**src/rtl/booth_mult_seq.sv**
```systemverilog
// rtl/booth_mult_seq.sv - sequential radix-2 Booth multiplier, WIDTH-bit operands, signed/unsigned per op.
// Optional accumulate mode enabled by defining BOOTH_MAC_EN (adds acc_en input).
module booth_mult_seq #(
    parameter int WIDTH = 8
) (
    input  logic                 clk,
    input  logic                 rst,
    input  logic                 start,
    input  logic [WIDTH-1:0]     a,
    input  logic [WIDTH-1:0]     b,
    input  logic                 is_signed,
`ifdef BOOTH_MAC_EN
    input  logic                 acc_en,
`endif
    output logic                 busy,
    output logic                 done,
    output logic [2*WIDTH-1:0]   product
);

    localparam int E  = WIDTH + 1;
    localparam int CW = $clog2(E + 1);

    typedef enum logic [1:0] {
        IDLE = 2'd0,
        RUN  = 2'd1,
        DONE = 2'd2
    } state_t;

    state_t               state_q, state_d;
    logic [E-1:0]         acc_q, acc_d;
    logic [E-1:0]         m_q, m_d;
    logic [E-1:0]         q_q, q_d;
    logic                 q1_q, q1_d;
    logic [CW-1:0]        cnt_q, cnt_d;
    logic                 busy_q, busy_d;
    logic                 done_q, done_d;
    logic [2*WIDTH-1:0]   prod_q, prod_d;
    logic [E-1:0]         sum;
    logic [2*WIDTH-1:0]   mul_res;
`ifdef BOOTH_MAC_EN
    logic                 mac_q, mac_d;
`endif

    // Low 2*WIDTH bits of {acc, multiplier}; the top two acc bits are only sign copies.
    assign mul_res = {acc_q[WIDTH-2:0], q_q};

    always_comb begin
        sum = acc_q;
        case ({q_q[0], q1_q})
            2'b10:   sum = acc_q - m_q;
            2'b01:   sum = acc_q + m_q;
            default: sum = acc_q;
        endcase
    end

    always_comb begin
        state_d = state_q;
        acc_d   = acc_q;
        m_d     = m_q;
        q_d     = q_q;
        q1_d    = q1_q;
        cnt_d   = cnt_q;
        prod_d  = prod_q;
        done_d  = 1'b0;
        busy_d  = (state_q == RUN);
`ifdef BOOTH_MAC_EN
        mac_d   = mac_q;
`endif
        case (state_q)
            IDLE: begin
                if (start) begin
                    m_d     = is_signed ? {b[WIDTH-1], b} : {1'b0, b};
                    q_d     = is_signed ? {a[WIDTH-1], a} : {1'b0, a};
                    acc_d   = '0;
                    q1_d    = 1'b0;
                    cnt_d   = CW'(E);
`ifdef BOOTH_MAC_EN
                    mac_d   = acc_en;
`endif
                    state_d = RUN;
                end
            end
            RUN: begin
                if (cnt_q == '0) begin
                    state_d = DONE;
                end else begin
                    {acc_d, q_d, q1_d} = {sum[E-1], sum, q_q};
                    cnt_d = cnt_q - CW'(1);
                end
            end
            DONE: begin
`ifdef BOOTH_MAC_EN
                prod_d = mac_q ? (prod_q + mul_res) : mul_res;
`else
                prod_d = mul_res;
`endif
                done_d  = 1'b1;
                state_d = IDLE;
            end
            default: state_d = IDLE;
        endcase
    end

    always_ff @(posedge clk) begin
        if (rst) begin
            state_q <= IDLE;
            acc_q   <= '0;
            m_q     <= '0;
            q_q     <= '0;
            q1_q    <= 1'b0;
            cnt_q   <= '0;
            busy_q  <= 1'b0;
            done_q  <= 1'b0;
            prod_q  <= '0;
`ifdef BOOTH_MAC_EN
            mac_q   <= 1'b0;
`endif
        end else begin
            state_q <= state_d;
            acc_q   <= acc_d;
            m_q     <= m_d;
            q_q     <= q_d;
            q1_q    <= q1_d;
            cnt_q   <= cnt_d;
            busy_q  <= busy_d;
            done_q  <= done_d;
            prod_q  <= prod_d;
`ifdef BOOTH_MAC_EN
            mac_q   <= mac_d;
`endif
        end
    end

    assign busy    = busy_q;
    assign done    = done_q;
    assign product = prod_q;

endmodule

```
**config.mk**
```make
export PLATFORM = sky130hd
export DESIGN_NAME = booth_mult_seq
export DESIGN_NICKNAME = d
export VERILOG_FILES = /design/src/rtl/booth_mult_seq.sv
export SDC_FILE = /design/constraint.sdc
export NUM_CORES = 1
export LEC_CHECK = 0
export BUFFER_PORTS_ARGS = -buffer_cell sky130_fd_sc_hd__clkbuf_2
export CORE_UTILIZATION = 45
export CTS_CLUSTER_DIAMETER = 80
export CTS_CLUSTER_SIZE = 28
export DETAILED_ROUTE_END_ITERATION = 12
export GPL_TIMING_DRIVEN = 0
export PLACE_DENSITY = 0.69
export SYNTH_ARGS = -nofsm -noshare
export SYNTH_HDL_FRONTEND = slang
export SYNTH_SLANG_ARGS = --single-unit
```
**constraint.sdc**
```tcl
create_clock -name clk -period 3.7 [get_ports clk]
set_clock_uncertainty 0.05 [all_clocks]
set_input_delay 0.185 -clock clk [delete_from_list [all_inputs] [get_ports clk]]
set_output_delay 0.185 -clock clk [all_outputs]
set_load 0.05 [all_outputs]
```
* Word-level counts from Yosys, hierarchy flattened *
Cells that the tools add are included.

word-level totals
  register bits after elaboration = 52
  input port bits = 20
  output and inout bits = 18

cells by class
  add/sub/neg operators = 3
  equal/unequal tests = 7
  muxes and demuxes = 19
  reductions and logical operators = 6

operators with widths
  cell                                               count
  2-to-1 mux 9 bit                                   6
  case mux 9 bit (2 select lines)                    3
  adder 9 bit                                        1
  subtractor 9 bit                                   1
  2-to-1 mux 4 bit                                   2
  case mux 4 bit (2 select lines)                    1
  == test 2 x 1 -> 1 bit (second input constant)     2
  == test 2 bit (second input constant)              2
  zero test 4 bit                                    1
  2-to-1 mux 2 bit                                   2
  != test 2 bit (second input constant)              2
  case mux 2 bit (2 select lines)                    1
  AND reduction 2 bit                                2
  subtractor 4 x 1 -> 4 bit (second input constant)  1
  2-to-1 mux 1 bit                                   3
  AND reduction 3 bit                                1
  zero test 2 bit                                    1
  != test 2 x 1 -> 1 bit (second input constant)     1
  case mux 1 bit (2 select lines)                    1
  nonzero test 2 bit                                 1

* Longest topological paths before layout *
  depth in word-level cells = 4
  depth in mapped cells = 11
  depth with buffers taken out = 10

* Least setup slack after synthesis *
No wires, ideal clock.

  kind = register -> register
  start = register q_q[0]
  end = register acc_q[6]
  library setup time = 0.133 ns
  data arrival time = 2.276 ns
  data required time = 3.517 ns
  path slack = 1.241 ns
  cell stages (with the launch flop) = 12
  path through = dfxtp_1 > inv_1 > ha_1 > clkbuf_1 > a21oi_1 > xor2_1 > ha_1 > a21o_1 > a21o_1 > a211o_1 > a221oi_1 > a311oi_1

on the way
  longest elaborated chain between the ends = 4

RTL lines
  item                                                            line  text
  start, declared                                                 32    logic [E-1:0] q_q, q_d;
  start signal, assigned                                          122   q_q <= q_d;
  == test 2 x 1 -> 1 bit / == test 2 bit (equally long branches)  49    case ({q_q[0], q1_q})
  case mux 9 bit (2 select lines) (*)                             49
  2-to-1 mux 9 bit (*)                                            84    if (cnt_q == '0) begin
  case mux 9 bit (2 select lines) (*)                             69    case (state_q)
  end signal, assigned                                            107   acc_q <= '0;
  end signal, assigned                                            120   acc_q <= acc_d;
  end, declared                                                   30    logic [E-1:0] acc_q, acc_d;

Mark *: on every way between the ends. The rest lies on a longest branch, timed or not. The select of a mux whose other input is x is not followed.
A chain may end at the register's enable or synchronous reset.

* Worst setup path in the final report *
  start = register q_q[0]
  end = register acc_q[5]

Same word-level chain as after synthesis.

==> out/qor.csv <==
stage;metric;value;unit
floorplan;top_level_ports;38;
logic_synthesis;synth_cell_types;48;
clocking;cts_hold_buf;0;
place;place_area;2820;um2
final_layout;drive_gt1_frac;0.178;
timing;worst_pin_slew;0.518;ns
critical_path;rrSetupSlack;0.87;ns
hold_path;min_delay_worst_endpoint;m_q[5];
clocking;clock_sinks;51;
logic_synthesis;synthFlopType;dfxtp_1;
floorplan;core.rowCount;27;
critical_path;critPathLaunchType;flop;
pwr;pwr-share-seq;0.452;
global_routing;grt_start_max_net_pins;18;
hold_path;min_delay_path_depth;3;
final_layout;final_cell_area;2930;um2
clocking;clock_latency;0.31;ns
logic_synthesis;synth_largest_area_cell;dfxtp_1;
timing;setup_viol;0;
logic_synthesis;ys_ff_latch;51;
critical_path;endpoint_kind;flop;
route;met3_length;163;um
global_routing;grt_pass1_wl;9800;um
pwr;switchingPower;0.434;mW
final_layout;diodes;0;
floorplan;core;5470;um2
pwr;pwr-share-clk;0.291;
clocking;clock_path_buffers;2;
critical_path;crit_type;flop to flop;
logic_synthesis;async_flop_share;0;
timing;grt_setup_unrepaired;no;
route;met2WireLength;2790;um
critical_path;worstPathMaxFanout;8;
hold_path;hp-class;input pin to flop;
pwr;p_int;0.931;mW
timing;tns;0;ns
logic_synthesis;syn_area_per_cell;8.35;um2
logic_synthesis;synth_nets;338;
critical_path;critPathRequiredTime;3.88;ns
logic_synthesis;synth_edf_count;0;
clocking;path_clk_slew;0.09;ns
logic_synthesis;synth_top_area_frac;0.401;
route;num_vias;2251;
final_layout;nets;381;
route;drtPass1Iterations;4;
clocking;cts-buffers-inserted;5;
logic_synthesis;syn_area;2550;um2
clocking;cts_resized;0;
route;drc;0;
route;avgRoutedWirePerCell;13.3;um
route;vias_per_cell;5.35;
global_routing;grt_pass1_vias;2104;
floorplan;die_w;77.2;um
pwr;power_density;465;nW/um2
global_routing;grt_usage;0.205;
route;highest_layer;met4;
timing;hold_violations;0;
logic_synthesis;synth_seq_area_share;0.401;
critical_path;reg2reg_depth;10;
critical_path;rr_endpoint;acc_q[5];
timing;final-max-slew-violation-count;0;
flow_run;drv_cap;0;
timing;clock.fmax;353;MHz
place;place.gp.congestion;0.899;
route;wl_met1;2600;um
place;port_buffers;36;
global_routing;grt_antenna_before_repair;0;
final_layout;fill_cells;564;
critical_path;r2r_start;q_q[0];
hold_path;hold_start;b[5];
route;postRouteAntennaNets;0;
logic_synthesis;ys_top_cells_by_area;dfxtp_1 (40%), nand2_1 (8.5%), a21oi_1 (7.7%);
logic_synthesis;yosysWarnings;0;
pwr;sw_frac_of_total;0.318;
clocking;tritoncts;built;
status;status;finished clean;
pwr;peakVddDrop;0.215;mV
place;hpwl;4180;um
logic_synthesis;synthCells;305;
final_layout;area.growth.synth_to_final;15.1;%
timing;period_share;0.765;
clocking;htreeDepth;2;
pwr;p_leak;1.23;nW
floorplan;dieArea;5970;um2
global_routing;grt_overflow;0;
critical_path;cp_data_arrival_time;3.01;ns
clocking;postCtsSetupRepairBufs;0;
pwr;combPwrFrac;0.257;
route;drt-initial-drc-count;118;
floorplan;initial_utilization;0.465;
floorplan;die_h;77.2;um
timing;fin_crit;2.83;ns
timing;relSlewSlack;0.654;
clocking;cts-root-buf;clkbuf_8;
route;wirelength;5620;um
[cells in the mapped netlist, types with 2 or more instances]
| library cell | count |
|---|---|
| mux2_2 | 2 |
| nand3_1 | 6 |
| xor2_1 | 8 |
| xnor2_1 | 5 |
| nand2b_1 | 2 |
| a21o_1 | 4 |
| nor3_1 | 5 |
| o21ai_0 | 3 |
| clkbuf_1 | 13 |
| nor3b_2 | 2 |
| a21oi_1 | 39 |
| inv_1 | 5 |
| a222oi_1 | 5 |
| nor2_1 | 30 |
| buf_2 | 3 |
| and2_1 | 3 |
| buf_6 | 2 |
| a32oi_1 | 3 |
| ha_1 | 12 |
| mux2i_1 | 6 |
| a211oi_1 | 8 |
| dfxtp_1 | 51 |
| nand2_1 | 58 |
| a211o_1 | 2 |
| or2_2 | 2 |
| a31oi_1 | 3 |
| o211ai_1 | 2 |
[per-stage QoR]
step / std cells / utilization / setup slack, ns / hold slack, ns / total power [mW]
final: 421 / 0.536 / 0.870 / 0.0377 / 1.37
after floorplan: 305 / - / 1.24 / 0.271 / 0.898
after global routing: 421 / 0.536 / 0.680 / 0.0301 / 1.45
after CTS: 421 / 0.536 / 0.910 / 0.0301 / 1.38
after detailed placement: 413 / 0.515 / 0.925 / 0.363 / 0.979
after global placement: 413 / 0.515 / 0.943 / 0.360 / 0.970
[flip-flops by register name (all words and copies together), names as in the netlist]
signal and count:
acc_q 8, busy 1, cnt_q 4, done 1
m_q 9, product 16, q1_q 1, q_q 9
state_q 2
[worst max-delay path, cell delays in order (launching register included)]
cell and delay [ns]:
dfxtp_1 0.36, inv_1 0.07, ha_1 0.16, clkbuf_1 0.31, mux2_2 0.42, fa_1 0.46, a211oi_1 0.33, o21ai_0 0.21
xor2_1 0.16, nand2_1 0.06, a21oi_1 0.16
[placed cells by master (no fill, tap or decap), types with 4 or more instances in the layout]
cell type and count:
a211oi_1 8, a21o_1 4, a21oi_1 39, a222oi_1 5, clkbuf_1 13, clkbuf_2 36
clkbuf_8 5, dfxtp_1 51, ha_1 12, inv_1 5, mux2i_1 6, nand2_1 58
nand3_1 6, nor2_1 30, nor3_1 5, xnor2_1 5, xor2_1 8
[layer usage]
metal  global-route usage  up-vias
met3               0.0357       10
met5                    0        -
met1                0.263     1048
met4               0.0604        0
li1                     -     1153
met2                0.349       40
[power by group through the flow]
stage               Combinational (mW)  Clock [mW]  Sequential, mW
global placement                 0.342           0           0.628
finish                           0.350       0.398           0.617
global route                     0.396       0.433           0.622
detailed placement               0.349           0           0.630
floorplan                        0.268           0           0.630
CTS                              0.351       0.409           0.617
[how the worst max path moves through the flow]
stage | from | endpoint | slack (ns) | depth (start not counted)
after floorplan | q_q[0] | acc_q[6] | 1.24 | 11
after global placement | q_q[0] | acc_q[6] | 0.94 | 11
after detailed placement | q_q[0] | acc_q[5] | 0.93 | 10
after CTS | q_q[0] | acc_q[5] | 0.91 | 10
after global routing | q_q[0] | acc_q[6] | 0.68 | 11
final | q_q[0] | acc_q[5] | 0.87 | 10
[logic make-up (layout without fill, tap and decap cells)]
family / count (synthesis) / after routing / synth area share
DFF: 51 / 51 / 0.401
and+or+nand+nor: 118 / 118 / 0.213
AOI/OAI and AO/OA: 77 / 77 / 0.197
adders and majority gates: 13 / 13 / 0.0668
buffers and inverters: 25 / 69 / 0.0457
muxes: 8 / 8 / 0.0324
xor gates and xnor gates: 13 / 13 / 0.0447
[final cells by class]
type / count / area [um2] / share of cell area
buffer: 20 / 97.6 / 0.0333
clock buffer: 5 / 68.8 / 0.0235
clock inverter: 3 / 46.3 / 0.0158
inverter: 5 / 18.8 / 0.00640
multi-input combinational: 229 / 1410 / 0.481
sequential: 51 / 1020 / 0.348
tap: 72 / 90.1 / 0.0307
timing repair buffer: 36 / 180 / 0.0614
Power figures use the tool's default switching activity.
